--- src/rtl/expgob_pkg.sv ---
// Shared Exp-Golomb definitions for the encoder and decoder sides:
// data width, longest legal zero prefix, and the decoder FSM state type.
package expgob_pkg;

  localparam int DW        = 8;       // decoded value width (codeNum 0..255)
  localparam int MAX_ZEROS = 8;       // longest legal zero prefix for DW bits
  localparam int ZW        = 4;       // zero counter / remaining-bits width
  localparam int AW        = DW + 1;  // accumulator holds the leading 1 plus DW bits
  localparam int LW        = 5;       // codeword length 1..17

  typedef enum logic [1:0] {
    ST_PREFIX = 2'd0,
    ST_SUFFIX = 2'd1,
    ST_ERR    = 2'd2
  } state_e;

endpackage

--- src/rtl/dec_expgob_if.sv ---
// Serial-bit input and decoded-value output bundle of the Exp-Golomb decoder.
// Optional: DEC_EXPGOB_LEN_EN adds len_o (codeword length).
interface dec_expgob_if;
  import expgob_pkg::*;

  logic          bit_i;
  logic          bit_vld_i;
  logic          clr_i;
  logic [DW-1:0] dt_o;
  logic          dt_vld_o;
  logic          busy_o;
  logic          err_o;
`ifdef DEC_EXPGOB_LEN_EN
  logic [LW-1:0] len_o;

  modport master (output bit_i, bit_vld_i, clr_i,
                  input  dt_o, dt_vld_o, busy_o, err_o, len_o);
  modport slave  (input  bit_i, bit_vld_i, clr_i,
                  output dt_o, dt_vld_o, busy_o, err_o, len_o);
`else
  modport master (output bit_i, bit_vld_i, clr_i,
                  input  dt_o, dt_vld_o, busy_o, err_o);
  modport slave  (input  bit_i, bit_vld_i, clr_i,
                  output dt_o, dt_vld_o, busy_o, err_o);
`endif

endinterface

--- src/rtl/dec_expgob.sv ---
// Serial Exp-Golomb decoder: counts the zero prefix, shifts in the suffix,
// and emits codeNum = acc-1 one clock after the final bit.
// Optional: DEC_EXPGOB_LEN_EN adds a registered codeword length output.
module dec_expgob
  import expgob_pkg::*;
(
  input  logic        clk,
  input  logic        rst,
  dec_expgob_if.slave bus
);

  state_e        state_q, state_d;
  logic [ZW-1:0] zcnt_q, zcnt_d;
  logic [ZW-1:0] rem_q, rem_d;
  logic [AW-1:0] acc_q, acc_d;
  logic [DW-1:0] dt_q, dt_d;
  logic          dt_vld_q, dt_vld_d;
  logic          busy_q, busy_d;
  logic          err_q, err_d;
  logic          done;
`ifdef DEC_EXPGOB_LEN_EN
  logic [LW-1:0] len_q, len_d;
`endif

  // Next-state: prefix counting, suffix shifting, completion and error handling.
  always_comb begin
    // NOTE: every signal gets a default first so no path leaves it unassigned (no latch).
    state_d  = state_q;
    zcnt_d   = zcnt_q;
    rem_d    = rem_q;
    acc_d    = acc_q;
    dt_d     = dt_q;
    dt_vld_d = 1'b0;
    done     = 1'b0;
`ifdef DEC_EXPGOB_LEN_EN
    len_d    = len_q;
`endif

    if (bus.clr_i) begin
      // Clear wins over a simultaneous bit; any partial codeword is dropped.
      state_d = ST_PREFIX;
      zcnt_d  = '0;
      rem_d   = '0;
      acc_d   = '0;
    end else if (bus.bit_vld_i) begin
      unique case (state_q)
        ST_PREFIX: begin
          if (!bus.bit_i) begin
            if (zcnt_q == ZW'(MAX_ZEROS)) begin
              state_d = ST_ERR;
              zcnt_d  = '0;
            end else begin
              zcnt_d = zcnt_q + 1'b1;
            end
          end else begin
            acc_d = AW'(1);
            rem_d = zcnt_q;
            if (zcnt_q == '0) done = 1'b1;
            else              state_d = ST_SUFFIX;
          end
        end
        ST_SUFFIX: begin
          acc_d = {acc_q[DW-1:0], bus.bit_i};
          rem_d = rem_q - 1'b1;
          if (rem_q == ZW'(1)) done = 1'b1;
        end
        default: ; // ST_ERR ignores bits until clr_i or rst
      endcase
    end

    if (done) begin
      // (acc-1)[7:0] equals acc[7:0]-1 modulo 256, so the 9th bit is not needed.
      dt_d     = acc_d[DW-1:0] - 1'b1;
      dt_vld_d = 1'b1;
      state_d  = ST_PREFIX;
      zcnt_d   = '0;
`ifdef DEC_EXPGOB_LEN_EN
      len_d    = {zcnt_q, 1'b1};  // 2*zeros + 1
`endif
    end

    busy_d = (zcnt_d != '0) || (state_d == ST_SUFFIX);
    err_d  = (state_d == ST_ERR);
  end

  // State and registered outputs, synchronous active-high reset.
  always_ff @(posedge clk) begin
    // NOTE: sequential state uses non-blocking assignments so all flops update together.
    if (rst) begin
      state_q  <= ST_PREFIX;
      zcnt_q   <= '0;
      rem_q    <= '0;
      acc_q    <= '0;
      dt_q     <= '0;
      dt_vld_q <= 1'b0;
      busy_q   <= 1'b0;
      err_q    <= 1'b0;
`ifdef DEC_EXPGOB_LEN_EN
      len_q    <= '0;
`endif
    end else begin
      state_q  <= state_d;
      zcnt_q   <= zcnt_d;
      rem_q    <= rem_d;
      acc_q    <= acc_d;
      dt_q     <= dt_d;
      dt_vld_q <= dt_vld_d;
      busy_q   <= busy_d;
      err_q    <= err_d;
`ifdef DEC_EXPGOB_LEN_EN
      len_q    <= len_d;
`endif
    end
  end

  assign bus.dt_o     = dt_q;
  assign bus.dt_vld_o = dt_vld_q;
  assign bus.busy_o   = busy_q;
  assign bus.err_o    = err_q;
`ifdef DEC_EXPGOB_LEN_EN
  assign bus.len_o    = len_q;
`endif

endmodule
--- src/flat_wrapper.sv ---
// flat-port wrapper written by rule: the top's interface ports become plain ports
module dec_expgob_flat import expgob_pkg::*;
  (clk, rst, bus_bit_i, bus_bit_vld_i, bus_clr_i, bus_dt_o, bus_dt_vld_o, bus_busy_o, bus_err_o);
  dec_expgob_if bus_i ();
  input  logic clk;
  input  logic rst;
  input wire logic [$bits(bus_i.bit_i)-1:0] bus_bit_i;
  input wire logic [$bits(bus_i.bit_vld_i)-1:0] bus_bit_vld_i;
  input wire logic [$bits(bus_i.clr_i)-1:0] bus_clr_i;
  output wire logic [$bits(bus_i.dt_o)-1:0] bus_dt_o;
  output wire logic [$bits(bus_i.dt_vld_o)-1:0] bus_dt_vld_o;
  output wire logic [$bits(bus_i.busy_o)-1:0] bus_busy_o;
  output wire logic [$bits(bus_i.err_o)-1:0] bus_err_o;
  assign bus_i.bit_i = bus_bit_i;
  assign bus_i.bit_vld_i = bus_bit_vld_i;
  assign bus_i.clr_i = bus_clr_i;
  assign bus_dt_o = bus_i.dt_o;
  assign bus_dt_vld_o = bus_i.dt_vld_o;
  assign bus_busy_o = bus_i.busy_o;
  assign bus_err_o = bus_i.err_o;
  dec_expgob u_core (.clk(clk), .rst(rst), .bus(bus_i));
endmodule
--- config.mk ---
export PLATFORM = sky130hd
export DESIGN_NAME = dec_expgob_flat
export DESIGN_NICKNAME = d
export VERILOG_FILES = /design/src/rtl/expgob_pkg.sv /design/src/rtl/dec_expgob_if.sv /design/src/rtl/dec_expgob.sv /design/src/flat_wrapper.sv
export SDC_FILE = /design/constraint.sdc
export NUM_CORES = 1
export LEC_CHECK = 0
export ABC_AREA = 1
export CORE_MARGIN = 5
export CORE_UTILIZATION = 45
export DETAILED_ROUTE_END_ITERATION = 16
export HOLD_SLACK_MARGIN = 0.06
export PLACE_DENSITY_LB_ADDON = 0.05
export SYNTH_ARGS = -nofsm -noshare
export SYNTH_HDL_FRONTEND = slang
export SYNTH_SLANG_ARGS = --single-unit
--- constraint.sdc ---
create_clock -name clk -period 2.7 [get_ports clk]
set_input_delay 0.27 -clock clk [delete_from_list [all_inputs] [get_ports clk]]
set_output_delay 0.27 -clock clk [all_outputs]
set_load 0.02 [all_outputs]
==> metrics.txt <==
outcome=complete, no violations; post-CTS setup buffers=0; Final Power=0.895 mW; ratio of cells with drive above 1 in the final layout=13.1%; initial core utilization=around 46%; GRT overflow=0; final worst path period share=roughly 77%; Total GRT Usage=approximately 16%; average wire per standard cell=~12 µm; Post-CTS Resized=0; die area=0.00497 mm²; vias per cell=4.86; pre-CTS WS=between 0.3 and 0.4 ns; number of routed nets with antenna violations=0; IO buf count=15; antenna violations before repair=0; Worst Tran Pin Value=0.349 ns; final hold vios=0; Hold Crit Class=flip-flop to flip-flop; Worst Path Required=roughly 2.9 ns; total power density per cell area=around 470 mW/mm²; Pleak=0.841 nW; RSZ-0062 raised after global routing=false; Most Frequent Cell on Critical Path=nand2_1; Bufs and invs on worst path=4; crit-path max cell delay=roughly 0.6 ns; slowest library cell on the worst path=clkdlybuf4s50_1; overall routed net length=approximately 3500 µm; critical-path cell list=clkdlybuf4s50_1, inv_2, nor2_8, nand2_1, a21oi_2, inv_1, ha_1, nand2_1, nor2_2, nor2_1, nand2_1, o211ai_1, inv_1; CTS tree=built; # setup viols final=0; Setup crit end kind=flip-flop; Synthesized Nets=236; Final Max Slew Viols=0; largest net degree at the start of global routing=18; CTS Buf Count=5; Non-Filler Cell Area, Final=0.00190 mm²; Clock Skew=approximately 0.0044 ns; Setup TNS=0 ns; FF/Latch Area=between 500 and 600 µm²; CTS root buf=clkbuf_8; std cell rows=22; Chip Height=about 70 µm; Yosys cell types=32; # fillers=around 360; gpl congestion=between 0.7 and 0.8; Core Box Area=roughly 0.0036 mm²; relative slew slack=~77%; CTS Sinks=29; Net count, final=253; peak supply drop=a little under 0.3 mV; clock latency reported for the late side of the worst-skew pair=around 0.28 ns; top fanout value on the critical path=8; fin util=a little over half; CTS clock-pin slew for the worst setup and hold paths=about 0.050 ns; Synth Flop Type=dfxtp_1; DRT iter0 DRCs=79; area of the multi-input gates=~890 µm²; Syn Std Cell Area=between 0.0015 and 0.002 mm²; DRC Markers=0; highest clock rate=roughly 480 MHz; Die Width=a little over 70 µm; Syn Inst Count=226; Setup Crit Path Kind=primary input to flip-flop; min Tclk post-route=between 2 and 2.5 ns; cell family contributing the most delay on the critical path=buffers and inverters; first-pass GRT wire length=between 6000 and 7000 µm; EDFF count, synth=0; synthesis-to-layout area growth=15.1%; Hold Buf Count CTS=0; DRT Pass-1 Iters=4; antenna cells=0; final worst slack=a little over 0.6 ns; Seq/Total Area, Yosys=between 30% and 40%; vias after detailed routing=between 1,000 and 1,500; vias in the first global route=1,350; Ys Warns=0; maximum clock path buffer count=2; top-count cell post-synth=nand2_1; Synth top cells by count=47 x nand2_1, 31 x inv_1, 29 x dfxtp_1; post-DP HPWL=approximately 2700 µm; CP startpoint kind=primary input; crit path DAT=2.25 ns; Synth async-reset ratio=0%; top cells by area, synth=dfxtp_1 35%, nand2_1 11%, inv_1 7.1%; top cell type's share of synthesized area=35.3%; Mean Syn Cell Area=~7.3 µm²; largest area contributor in the netlist=dfxtp_1; H-tree levels=2; MaxCap Viol Count=0; dpl cell area=around 0.0018 mm²; io pins=16; Synth Register Bits=29
power breakdown:
part	internal [mW]	switching, mW	leakage [nW]
Clock	0.182	0.154	0.0395
Sequential	0.439	0.00588	0.235
Combinational	0.0428	0.0708	0.567
worst min-delay path, cell delays in order (launching register included):
cell and delay [ns]:
dfxtp_1 0.31, nand2_1 0.06, a21oi_1 0.05
placed cells by master (no fill, tap or decap), drive strengths merged, types with 2 or more instances in the layout:
cell,n
o21ai,9
inv,34
o21a,3
a221oi,2
xor2,2
nor2,28
ha,5
clkdlybuf4s50,15
nand4,2
nor4,3
clkbuf,8
dfxtp,29
a21oi,13
nand2,57
a31oi,2
nand3,24
layer usage:
layer  part of all wire, %  track usage (%)
met5                     0                0
met4                   1.4             6.60
met3                   4.0             5.61
met2                    47             24.8
met1                    47             18.7
sequential cells by signal (all words and copies together) (netlist names):
register and flops:
u_core.bus.dt_o 8, u_core.bus.busy_o 1, u_core.zcnt_q 4, u_core.bus.err_o 1
u_core.acc_q 8, u_core.rem_q 4, u_core.bus.dt_vld_o 1, u_core.state_q 2
stage by stage:
| stage | instances | hold slack, ns |
|---|---|---|
| 4_1_cts | 292 | 0.470 |
| 3_3_place_gp | 284 | 0.459 |
| 2_1_floorplan | 226 | 0.457 |
| 3_5_place_dp | 284 | 0.460 |
| 6_report | 292 | 0.466 |
| 5_1_grt | 292 | 0.502 |
path summary, 6_finish.rpt:
| check | from | endpoint | slack [ns] | depth (start not counted) |
|---|---|---|---|---|
| worst min-delay path | u_core.bus.dt_o[0] | u_core.bus.dt_o[0] | 0.47 | 2 |
| worst min register to register | u_core.bus.dt_o[0] | u_core.bus.dt_o[0] | 0.47 | 2 |
| worst max-delay path | bus_bit_vld_i | u_core.bus.dt_o[4] | 0.62 | 13 |
| worst max register to register | u_core.state_q[1] | u_core.bus.dt_o[4] | 0.75 | 12 |
kinds of logic (layout without fill, tap and decap cells):
kind of cell / count (synthesis) / count (layout) / share of synthesized area, %
DFF: 29 / 29 / 35.3
and+or+nand+nor: 117 / 117 / 37.3
adders and majority gates: 5 / 5 / 3.80
buffers and inverters: 40 / 58 / 10.7
AOI/OAI and AO/OA: 33 / 33 / 11.9
xor gates and xnor gates: 2 / 2 / 1.06
area by class of cell:
| class | count | area share [%] |
|---|---|---|
| clock buffers | 8 | 4.22 |
| repair buffers | 16 | 8.32 |
| multi-input cells | 157 | 46.9 |
| inverters | 34 | 6.73 |
| well taps | 48 | 3.17 |
| flip-flops and latches | 29 | 30.6 |
(Power assumes the default switching activity.)
